==> src/rtl/mux_scan_ctrl.sv <==
// Scan controller for a downstream 4x1 mux: steps the select lines 0..3, waits
// DWELL cycles on each, samples the mux output and reports the captured word.
module mux_scan_ctrl #(
  parameter int unsigned DWELL = 1
) (
  input  logic       clk,
  input  logic       rst_n,
  input  logic       start,
  input  logic       abort,
  input  logic       f,
  output logic [1:0] s,
  output logic       busy,
  output logic       done,
  output logic [3:0] data_out
);

  // state  | meaning
  // IDLE   | waiting for start, s parked at 0
  // SETTLE | holding s for DWELL cycles, then sampling f into cap_q[s]
  // DONE   | one-cycle done pulse, data_out freshly loaded
  typedef enum logic [1:0] {
    IDLE   = 2'd0,
    SETTLE = 2'd1,
    DONE   = 2'd2
  } state_t;

  localparam logic [3:0] CNT_LAST = 4'(DWELL - 1);

  state_t     state_q;
  logic [3:0] cnt_q;
  logic [3:0] cap_q;
  logic [3:0] cap_d;
  logic [1:0] s_q;
  logic       busy_q;
  logic       done_q;
  logic [3:0] data_q;

  // Capture word including the bit sampled on this edge, so DONE can publish it.
  always_comb begin
    cap_d       = cap_q;
    cap_d[s_q]  = f;
  end

  always_ff @(posedge clk or negedge rst_n) begin
    if (!rst_n) begin
      state_q <= IDLE;
      cnt_q   <= 4'd0;
      cap_q   <= 4'd0;
      s_q     <= 2'd0;
      busy_q  <= 1'b0;
      done_q  <= 1'b0;
      data_q  <= 4'd0;
    end else begin
      case (state_q)
        IDLE: begin
          s_q    <= 2'd0;
          busy_q <= 1'b0;
          done_q <= 1'b0;
          if (start && !abort) begin
            state_q <= SETTLE;
            busy_q  <= 1'b1;
            cnt_q   <= 4'd0;
            cap_q   <= 4'd0;
          end
        end
        SETTLE: begin
          if (abort) begin
            state_q <= IDLE;
            busy_q  <= 1'b0;
            s_q     <= 2'd0;
            cnt_q   <= 4'd0;
          end else if (cnt_q == CNT_LAST) begin
            cap_q <= cap_d;
            cnt_q <= 4'd0;
            if (s_q == 2'd3) begin
              state_q <= DONE;
              busy_q  <= 1'b0;
              done_q  <= 1'b1;
              data_q  <= cap_d;
            end else begin
              s_q <= s_q + 2'd1;
            end
          end else begin
            cnt_q <= cnt_q + 4'd1;
          end
        end
        DONE: begin
          state_q <= IDLE;
          done_q  <= 1'b0;
          s_q     <= 2'd0;
        end
        default: begin
          state_q <= IDLE;
          busy_q  <= 1'b0;
          done_q  <= 1'b0;
          s_q     <= 2'd0;
        end
      endcase
    end
  end

  assign s        = s_q;
  assign busy     = busy_q;
  assign done     = done_q;
  assign data_out = data_q;

endmodule

==> config.mk <==
export PLATFORM = sky130hd
export DESIGN_NAME = mux_scan_ctrl
export DESIGN_NICKNAME = d
export VERILOG_FILES = /design/src/rtl/mux_scan_ctrl.sv
export SDC_FILE = /design/constraint.sdc
export NUM_CORES = 1
export LEC_CHECK = 0
export CORE_MARGIN = 8
export CORE_UTILIZATION = 52
export DETAILED_ROUTE_END_ITERATION = 10
export PLACE_DENSITY = 0.76
export SLEW_MARGIN = 20
export SYNTH_ARGS = -nofsm -noshare
export SYNTH_HDL_FRONTEND = slang
export SYNTH_SLANG_ARGS = --single-unit
==> constraint.sdc <==
create_clock -name clk -period 2 [get_ports clk]
set_clock_uncertainty 0.1 [all_clocks]
set_input_delay 0.4 -clock clk [delete_from_list [all_inputs] [get_ports clk]]
set_output_delay 0.4 -clock clk [all_outputs]
set_load 0.1 [all_outputs]
Word-level counts from Yosys, hierarchy flattened
Cells that the tools add are included.
{"block": "word_totals", "ff_bits": 18, "out_inout_bits": 8, "elab_cells": 64}
{"block": "classes", "n_addsub": 2, "magnitude_cmp": 2, "eq_ne": 10, "mux": 28, "n_bitwise": 2, "n_reduce_logical": 13}
{"op": "$mux W4", "count": 5}
{"op": "$mux W2", "count": 8}
{"op": "$pmux W4 S2", "count": 2}
{"op": "$mux W1", "count": 9}
{"op": "$ne A3 B3 Y1 const B", "count": 3}
{"op": "$reduce_and A3 Y1", "count": 3}
{"op": "$ne A2 B2 Y1 const B", "count": 4}
{"op": "$reduce_and A4 Y1", "count": 2}
{"op": "$add A4 B1 Y4 const B", "count": 1}
{"op": "$bwmux W4", "count": 1}
{"op": "$eq A2 B2 Y1 const B", "count": 2}
{"op": "$logic_not A4 Y1", "count": 1}
{"op": "$pmux W2 S2", "count": 1}
{"op": "$reduce_and A2 Y1", "count": 2}
{"op": "$lt A2 B3 Y1 const B", "count": 1}
{"op": "$pmux W1 S3", "count": 1}
{"op": "$add A2 B1 Y2 const B", "count": 1}
{"op": "$demux W1 S2", "count": 1}
{"op": "$eq A2 B1 Y1 const B", "count": 1}
{"op": "$ge A2 B1 Y1 const B", "count": 1}
{"op": "$logic_and A1 B1 Y1", "count": 2}
{"op": "$logic_not A2 Y1", "count": 1}
{"op": "$not A1 Y1", "count": 2}
{"op": "$reduce_bool A2 Y1", "count": 1}
{"op": "$logic_not A1 Y1", "count": 1}

Logic depth before layout (Yosys ltp)
Gate-level depths: netlist of run 1.
{"block": "depth", "word_depth": 8, "mapped_depth": 6}

Worst setup path before layout of run 1
Ideal clock, no wire load.
{"block": "synth_path", "path_type": "register to register", "from": "register s_q[0] (netlist: s[0])", "to": "register data_q[0] (netlist: data_out[0])", "arrival_ps": 2138, "t_required_ps": 1774, "slack_ps": -365, "stages_incl_launch_ff": 6, "path_buffers": 1, "synth_period_minus_slack_ps": 2365, "path_cell_list": "dfrtp_1 ha_1 nor4bb_4 and2_1 buf_6 mux2_4"}
{"block": "synth_between", "elab_chain_len": 5}
{"item": "from (decl)", "line_no": "33", "text": "logic [1:0] s_q;"}
{"item": "from (signal assigned)", "line_no": "81", "text": "s_q <= s_q + 2'd1;"}
{"item": "$lt A2 B3 Y1 (implied by the code) or $ge A2 B1 Y1 (tied branches)", "line_no": "41", "text": "cap_d[s_q] = f;"}
{"item": "$logic_and A1 B1 Y1 (implied by the code)", "line_no": "41"}
{"item": "$mux W1 (implied by the code)", "line_no": "41"}
{"item": "$demux W1 S2", "line_no": "41"}
{"item": "$bwmux W4", "line_no": "41"}
{"item": "to (signal assigned)", "line_no": "79", "text": "data_q <= cap_d;"}
{"item": "to (decl)", "line_no": "36", "text": "logic [3:0] data_q;"}
Parallel ways exist; a longest one is shown, timed or not.
A chain may end at the register's enable or synchronous reset.

Worst setup path after layout of run 1
{"block": "layout_path", "from": "register cnt_q[0]", "to": "register data_q[3] (netlist: data_out[3])"}
{"block": "layout_between", "elab_chain_len": 2}
{"item": "from (decl)", "line_no": "30", "text": "logic [3:0] cnt_q;"}
{"item": "from (signal assigned)", "line_no": "84", "text": "cnt_q <= cnt_q + 4'd1;"}
{"item": "$logic_not A4 Y1", "line_no": "72", "text": "end else if (cnt_q == CNT_LAST) begin"}
{"item": "$reduce_and A4 Y1 (no source line)"}
Every way passes these cells.

==> results of run 1 <==
==> synth_stat cells <==
| cell type | number |
|---|---|
| nor4b_1 | 1 |
| buf_6 | 1 |
| nor4b_2 | 1 |
| nor3_1 | 2 |
| nand2_1 | 2 |
| a211o_1 | 1 |
| nor2_1 | 4 |
| ha_1 | 6 |
| and3_1 | 1 |
| a21boi_0 | 2 |
| nor2b_1 | 2 |
| xnor2_1 | 2 |
| nor4bb_4 | 1 |
| a21o_1 | 1 |
| a221o_1 | 3 |
| nand3_1 | 2 |
| dfrtp_1 | 17 |
| inv_1 | 6 |
| buf_2 | 2 |
| o21bai_1 | 1 |
| nand2b_1 | 3 |
| nor3b_2 | 1 |
| nor3b_1 | 3 |
| or3b_1 | 1 |
| a22o_1 | 2 |
| mux2_4 | 2 |
| o31ai_1 | 1 |
| nor4bb_1 | 1 |
| o22ai_1 | 1 |
| a2111oi_0 | 1 |
| a21oi_1 | 6 |
| and2_1 | 1 |
| clkbuf_1 | 1 |
| mux2i_1 | 4 |
| o21ai_0 | 1 |
==> routing by layer <==
metal	global-route usage, %	vias up	wire, um
met5	0	-	0
met4	7.167	0	36
met3	3.037	4	87
met2	20.56	10	951
met1	15.08	344	935
li1	-	352	-
==> registers in the layout, summed over array words and instances (netlist names) <==
| name | flops |
|---|---|
| busy | 1 |
| state_q | 2 |
| cnt_q | 4 |
| done | 1 |
| s | 2 |
| data_out | 4 |
| cap_q | 3 |
==> power groups by stage <==
stage | Sequential (W) | Combinational (W) | Clock (W)
2_1_floorplan | 0.000423 | 0.0000571 | 0
3_3_place_gp | 0.000393 | 0.000149 | 0
3_5_place_dp | 0.000392 | 0.000155 | 0
4_1_cts | 0.000386 | 0.000155 | 0.000181
5_1_grt | 0.000390 | 0.000166 | 0.000195
6_report | 0.000386 | 0.000153 | 0.000176
==> worst max path at each step <==
| stage | to | depth (start not counted) |
|---|---|---|
| floorplan | data_out[0]$_DFFE_PN0P_ | 5 |
| detailed placement | cap_q[1]$_DFFE_PN0P_ | 5 |
| finish | data_out[3]$_DFFE_PN0P_ | 5 |
| global placement | cnt_q[2]$_DFFE_PN0P_ | 4 |
| CTS | data_out[3]$_DFFE_PN0P_ | 5 |
| global route | cap_q[0]$_DFFE_PN0P_ | 5 |
==> worst max-delay path: stages, from the launching register on <==
cell      delay [ns]
dfrtp_1         0.43
inv_1           0.08
ha_1            0.20
nor4bb_4        0.31
and2_1          0.28
mux2_4          0.32
==> through the flow <==
stage,power [W],instance area (um2),setup WS (ns),hold slack [ns]
detailed placement,0.0005478,1227,0.1033,0.4038
global placement,0.0005420,1227,0.1124,0.4020
floorplan,0.0004801,975.9,0.06638,0.004409
CTS,0.0007224,1254,0.1795,0.3325
finish,0.0007152,1254,0.1797,0.3319
global route,0.0007502,1254,0.006360,0.3672
==> cell families (layout without fill, tap and decap cells) <==
logic type	Yosys count	in the layout	share of synthesized area (%)
multiplexers	6	6	7.235
flip-flops	17	17	43.93
AND/OR/NAND/NOR	26	26	19.51
AO/OA/AOI/OAI	20	20	14.86
buffers and inverters	10	28	4.909
adder cells (fa/ha/maj)	6	6	7.752
XOR/XNOR	2	2	1.809
==> cells in the final DEF, fill, tap and decap left out, types with 3 or more instances in the layout <==
cell type        instances
buf_12                   8
clkdlybuf4s50_1          4
nand2b_1                 3
dfrtp_1                 15
a21oi_1                  6
mux2i_1                  4
ha_1                     6
inv_1                    6
clkbuf_4                 3
buf_4                    6
nor2_1                   4
nor3b_1                  3
a221o_1                  3
==> area by class of cell <==
class	instances	area [um2]
Timing Repair Buffer	18	245.2
Inverter	6	22.52
Clock buffer	4	26.28
Multi-Input combinational cell	60	495.5
Sequential cell	17	432.9
Tap cell	25	31.28
Fill cell	129	491.7
==> impl_metrics.toml, run 1 <==
[cells_and_area]
post-route-util_pct = 71.83
diodes = 0
instances_no_fill = 130
syn2layout_area_growth_pct = 29.46
drive_above_1_share_pct = 22.86
nets = 117

[floorplanning]
die_area_um2 = 3499
die_x_um = 59.16
rows = 15
die_h_um = 59.16
start_util_pct = 55.48
num_io_pins = 13
fp.coreArea_um2 = 1745

[worst_setup_path]
ff2ff_path_depth = 5
cp_data_arrival_time_ns = 1.90
crit_type = "reg2reg"
worstPathRequired_ns = 2.08
reg2reg_slack_ns = 0.18
worst_r2r_endpoint = "data_out[3]$_DFFE_PN0P_"
endpoint_kind = "flop"
startpoint = "cnt_q[0]$_DFFE_PN0P_"
cp_max_fo = 5
reg2reg_from = "cnt_q[0]$_DFFE_PN0P_"
crit_path_start_kind = "flop"

[power_and_ir_drop]
leakagePower_nw = 0.5650
sw_frac_of_total_pct = 28.88
comb_power_share_pct = 21.4
peakVddDrop_uv = 423.8
p_sw_w = 0.0002065
p_int_w = 0.0005086
seqPwrFrac_pct = 54.0
powerDensity_nw_per_um2 = 570.4
p_clk_share_pct = 24.6

[sta]
max_freq_ghz = 0.5493
rsz0062_at_grt = "no"
max_slew_margin_pct = 73.36
layout_min_cycle_time_ns = 1.820
final-hold-violation-count = 0
period_share_pct = 91.02
slew_violations = 0
setup_violations = 0
tns_ns = 0
worst_pin_slew_ns = 0.3895

[yosys]
synth_top_area_share_pct = 43.93
syn-instance-count = 87
synth_nets = 98
netlist_area_um2 = 968.4
synth_top_area_cell = "dfrtp_1"
ys_ff_latch = 17
synth_area_leaders = "dfrtp_1 (44%), ha_1 (7.8%), mux2i_1 (4.1%), a21oi_1 (3.1%), a221o_1 (3.1%)"
syn_avg_cell_area_um2 = 11.13
ys_types = 35
yosys_warnings = 0
seq_area_frac_synth_pct = 43.93

[clock_tree]
cts_buffer_depth = 2
post_cts_buffers = 0
clock_latency_ns = 0.29
cts_hold_buf = 0
root_buffer = "clkbuf_4"
clkSinkCount = 17
numCtsBuffers = 3
clk_pin_slew_ns = 0.09
tritoncts = "yes"
cts_resized = 0
cts_max_level = 1

[route]
wirelength_um = 2011
drc = 0
first_iter_violations = 11
vias = 710
viasPerCell = 5.462
firstDrtPassIters = 4
ant_nets = 0
post_drt_wl_per_cell_um = 15.47

[global_routing]
first_global_vias = 732
grt_usage_pct = 12.76
grt_max_degree = 18
antenna_found_initial = 0
grt_pass1_wl_um = 3339
overflow = 0

[placement]
dp_cells = 126
hpwlAfterDp_um = 1580
gp_congestion = 0.7850
portBuffers = 12

[hold_path]
min_path_type = "in2async"

[flow_run]
max_cap_violations = 0

[outcome]
status = "completed"
(Power assumes the default switching activity.)
==> run 2: changes to the inputs <==
--- a/config.mk
+++ b/config.mk
@@ -7,2 +7,3 @@
 export LEC_CHECK = 0
+export ABC_CLOCK_PERIOD_IN_PS = 2000
 export CORE_MARGIN = 8
==> constraint.sdc (replaced) <==
create_clock -name clk -period 2 [get_ports clk]
set_clock_uncertainty 0.1 [all_clocks]
set_input_delay 0.3 -clock clk [delete_from_list [all_inputs] [get_ports clk]]
set_output_delay 0.3 -clock clk [all_outputs]
set_load 0.1 [all_outputs]
==> run 2 against run 1 <==
Compared with the run above: combinational power decreased by 8%; sequential power about the same; hold slack got worse by 0.13 ns; clock power increased by 3%; global-route usage increased by 0.18 points; wire length decreased by 1.0%; design area decreased by 7.6%; clock-buffer cell count unchanged; first-iteration DRC count increased by 82%; highest routed layer unchanged.
==> impl_metrics.toml, run 2 (synthesis results as in run 1) <==
[global_routing]
grt_max_degree = 13
grt_usage_pct = 12.93
first_global_vias = 750
grt_pass1_wl_um = 3408
antenna_found_initial = 0
overflow = 0

[floorplanning]
fp.coreArea_um2 = 1745
rows = 15
die_h_um = 59.16
die_x_um = 59.16
num_io_pins = 13
start_util_pct = 55.48
die_area_um2 = 3499

[power_and_ir_drop]
sw_frac_of_total_pct = 29.50
p_clk_share_pct = 25.7
p_sw_w = 0.0002077
powerDensity_nw_per_um2 = 607.6
seqPwrFrac_pct = 54.4
leakagePower_nw = 0.5403
comb_power_share_pct = 19.9
p_int_w = 0.0004963
peakVddDrop_uv = 640.9

[placement]
gp_congestion = 0.7949
place_area_um2 = 1132
portBuffers = 12
hpwlAfterDp_um = 1557

[cells_and_area]
final_area_um2 = 1159
diodes = 0
final_cell_mix = "dfrtp_1 (15), buf_4 (12), inv_1 (6), a21oi_1 (6), ha_1 (6)"
final_common_cell = "dfrtp_1"
drive_above_1_share_pct = 22.12
num-fill-cells = 141
nets = 116
syn2layout_area_growth_pct = 19.64

[clock_tree]
cts_buffer_depth = 2
cts_max_level = 1
cts_resized = 0
clk_pin_slew_ns = 0.11
tritoncts = "yes"
numCtsBuffers = 3
clkSinkCount = 17
root_buffer = "clkbuf_4"
clock_latency_ns = 0.29
cts_hold_buf = 0
post_cts_buffers = 0

[sta]
slew_violations = 0
layout_min_cycle_time_ns = 1.852
max_slew_margin_pct = 72.35
worst_pin_slew_ns = 0.4135
setup_violations = 0
final-hold-violation-count = 0
max_freq_ghz = 0.5398
tns_ns = 0
period_share_pct = 92.62
rsz0062_at_grt = "no"

[route]
viasPerCell = 5.403
post_drt_wl_per_cell_um = 15.43
ant_nets = 0
wirelength_um = 1990
firstDrtPassIters = 4
vias = 697
drc = 0
first_iter_violations = 20

[worst_setup_path]
cp_top_family = "simple AND/OR/NAND/NOR gates"
worstPathRequired_ns = 2.07
crit_type = "reg2reg"
crit_path_start_kind = "flop"
endpoint_kind = "flop"
cp_data_arrival_time_ns = 1.92
cp_max_fo = 5
path_buf_inv = 1
cpMaxStageDelayCell = "dfrtp_1"
slowest_delay_ns = 0.45
crit_path_cell_trace = "inv_1, ha_1, nor4bb_4, and2_1, mux2_4"

[flow_run]
max_cap_violations = 0

[hold_path]
min_path_type = "in2async"

[outcome]
status = "completed"
run 2: final timing paths:
check                      slack [ns]  cells past startpoint                 start                       to
max                              0.15                      5  cnt_q[0]$_DFFE_PN0P_  data_out[0]$_DFFE_PN0P_
min                              0.20                      1                 rst_n         s[1]$_DFFE_PN0P_
max reg2reg                      0.15                      5  cnt_q[0]$_DFFE_PN0P_  data_out[0]$_DFFE_PN0P_
min in group clk                 0.44                      1  cap_q[0]$_DFFE_PN0P_     cap_q[0]$_DFFE_PN0P_
min reg2reg                      0.44                      1  cap_q[0]$_DFFE_PN0P_     cap_q[0]$_DFFE_PN0P_
max in group asynchronous        1.10                      2                 rst_n   state_q[1]$_DFFE_PN0P_
run 2: through the flow:
stage	setup WS [ns]	util, %	power (W)	instances	hold slack [ns]
after floorplan	0.06638	-	0.0004801	87	-0.09559
after global placement	0.1704	64.87	0.0005275	125	0.4000
after global routing	0.08422	66.38	0.0007409	129	0.2328
after CTS	0.1552	66.38	0.0007066	129	0.2113
after detailed placement	0.09258	64.87	0.0005301	125	0.4139
final	0.1476	66.38	0.0007039	129	0.1986
run 2: final cells by class:
type,count,area [um2],share of cell area [%]
Tap cell,25,31.28,2.700
Inverter,6,22.52,1.944
Multi-Input combinational cell,60,495.5,42.76
Clock buffer,4,26.28,2.268
Sequential cell,17,432.9,37.37
Timing Repair Buffer,17,150.1,12.96
run 2: power by group through the flow:
stage	clock network, W	logic, W	registers (W)
6_report	0.000181	0.000140	0.000383
3_5_place_dp	0	0.000140	0.000390
2_1_floorplan	0	0.0000571	0.000423
3_3_place_gp	0	0.000139	0.000389
4_1_cts	0.000183	0.000141	0.000383
5_1_grt	0.000204	0.000151	0.000386
run 2: routing by layer:
layer | up-vias | track usage (%) | part of all wire (%)
li1 | 347 | - | -
met1 | 335 | 15.97 | 48
met3 | 4 | 3.688 | 5.4
met2 | 11 | 20.25 | 45
met5 | - | 0 | 0
met4 | 0 | 5.802 | 1.4
run 2: worst reg2reg max path: cells and delay by family, from the launching register on:
family | cells | cell delay, ns
simple gates | 2 | 0.58
flops | 1 | 0.45
mux | 1 | 0.31
fa+ha+maj | 1 | 0.21
buf+inv | 1 | 0.08
==> run 3: changes to the inputs <==
==> constraint.sdc (replaced) <==
create_clock -name clk -period 2 [get_ports clk]
set_clock_uncertainty 0.1 [all_clocks]
set_input_delay 0.4 -clock clk [delete_from_list [all_inputs] [get_ports clk]]
set_output_delay 0.4 -clock clk [all_outputs]
set_load 0.1 [all_outputs]
==> results of run 3 <==
Final layout, timing and power as in run 1 (identical DEF).
==> RTL change: new RTL, config.mk and constraints of run 1 <==
Put one more register stage on the output `data_out`, cleared by the reset. The value now appears one clock later. The other outputs are not delayed to match. Comments in the files are not updated.
--- a/src/rtl/mux_scan_ctrl.sv
+++ b/src/rtl/mux_scan_ctrl.sv
@@ -102,7 +102,13 @@
   assign s        = s_q;
   assign busy     = busy_q;
   assign done     = done_q;
-  assign data_out = data_q;
+  always_ff @(posedge clk or negedge rst_n) begin
+    if (!rst_n) begin
+      data_out <= '0;
+    end else begin
+      data_out <= data_q;
+    end
+  end
 
 endmodule
 
Formal check against the unedited RTL: not equivalent (Yosys sat finds a counterexample within 10 cycles, from zero or initial values and one cycle with rst_n low).
==> RTL change against run 1 <==
  * Routed wire length shrank 8.8%
  * Cell area fell by 2.4%
  * Global-route usage down 1.7 points
  * Total power up 13%
  * Sequential cell count rose by 4
  * Area after synthesis grew 5.4%
  * Worst setup slack improved by 0.15 ns
  * Critical path depth did not move
  * Hold slack got worse by 0.044 ns
==> RTL change: results (changes against run 1) <==
\begin{tabular}{lr}
\hline
Metric & Value \\
\hline
\multicolumn{2}{l}{\textbf{Power and ir drop}} \\
Static leakage & 0.6201 nW (+9.8\%) \\
\multicolumn{2}{l}{\textbf{Global routing}} \\
GRT met1 Usage & 13.38\% (-1.7 points) \\
Global-route wire length before repair & 3.015 mm (-9.7\%) \\
Met3 usage & 4.731\% (+1.7 points) \\
Maximum number of pins on one net before global-route repair & 22 (+4) \\
Number of global-route vias before repair & 659 (-10\%) \\
\multicolumn{2}{l}{\textbf{Layout}} \\
Final nets & 113 (-3.4\%) \\
Num sequential & 21 (+4) \\
Clk tree area frac & 2.249\% (+0.15 points) \\
Fraction of standard cell area that is sequential & 43.15\% (+8.6 points) \\
Area share of buffers outside the clock network & 13.50\% (-6.1 points) \\
\multicolumn{2}{l}{\textbf{Place}} \\
Weighted congestion reported at the end of routability-driven placement & 0.7663 (-2.4\%) \\
\multicolumn{2}{l}{\textbf{Detailed routing}} \\
Routed wire length & 1.834 mm (-8.8\%) \\
Met1 layer wirelength in the final routing & 836 um (-11\%) \\
Via Count & 684 (-3.7\%) \\
Routed length on met3 & 129 um (+48\%) \\
\multicolumn{2}{l}{\textbf{Hold path}} \\
Min-delay worst type & reg -> reg \\
\multicolumn{2}{l}{\textbf{Synthesis}} \\
Most common library cells after synthesis & 21 x sky130\_fd\_sc\_hd\_\_dfrtp\_1, 9 x sky130\_fd\_sc\_hd\_\_inv\_1, 6 x sky130\_fd\_sc\_hd\_\_ha\_1, 6 x sky130\_fd\_sc\_hd\_\_mux2i\_1 \\
Sequential element share of the synthesized area & 51.47\% (+7.5 points) \\
Biggest area contributors in the synthesized netlist & sky130\_fd\_sc\_hd\_\_dfrtp\_1 51\%, sky130\_fd\_sc\_hd\_\_ha\_1 7.4\%, sky130\_fd\_sc\_hd\_\_mux2i\_1 5.9\% \\
Synth cell types & 30 (-14\%) \\
Per-instance average area after synthesis & 11.87 um\^{}2 (+6.7\%) \\
\multicolumn{2}{l}{\textbf{Worst setup path}} \\
Critical path peak fanout & 10 (+5) \\
Crit path DAT & 1.76 ns (-0.14 ns) \\
\multicolumn{2}{l}{\textbf{Outcome}} \\
Result of the run & finished clean \\
\hline
\end{tabular}
==> RTL change: cell count changes in the layout (fill, tap and decap cells not counted), sizes merged, moves of 3 or more <==
cell / delta
a31oi: +3
buf: -4
nand2b: -3
nor2: -3
a221o: -3
inv: +3
dfrtp: +4
==> RTL change: report_power, final <==
group / internal (mW) / switching (mW) / total [mW]
logic: 0.0529 / 0.0939 / 0.147
registers: 0.442 / 0.0152 / 0.457
clock network: 0.0746 / 0.129 / 0.204
total: 0.570 / 0.238 / 0.808
==> RTL change: critical path, cell delays in order, from the launching register on <==
cell and delay (ns):
sky130_fd_sc_hd__dfrtp_1 0.43, sky130_fd_sc_hd__inv_1 0.07, sky130_fd_sc_hd__ha_1 0.17, sky130_fd_sc_hd__and4bb_2 0.37, sky130_fd_sc_hd__nand2_2 0.10, sky130_fd_sc_hd__mux2_1 0.31
==> RTL change: logic make-up (layout without fill, tap and decap cells) <==
| group | after synthesis | count (layout) | synth area share [%] |
|---|---|---|---|
| AND/OR/NAND/NOR | 21 | 21 | 15.56 |
| XOR/XNOR | 1 | 1 | 0.8580 |
| flip-flops | 21 | 21 | 51.47 |
| multiplexers | 7 | 7 | 6.985 |
| AO/OA/AOI/OAI | 18 | 18 | 11.89 |
| buffers and inverters | 12 | 27 | 5.882 |
| adder cells (fa/ha/maj) | 6 | 6 | 7.353 |
==> RTL change: worst paths after layout <==
kind / cells past startpoint / slack, ns / end / from
max in group asynchronous: 2 / 1.25 / s[1] / rst_n
min reg2reg: 0 / 0.29 / data_out[3] / data_q[3]
min in group asynchronous: 2 / 0.32 / cnt_q[1] / rst_n
max reg2reg: 5 / 0.33 / data_q[3] / cnt_q[0]
min: 0 / 0.29 / data_out[3] / data_q[3]
max: 5 / 0.33 / data_q[3] / cnt_q[0]
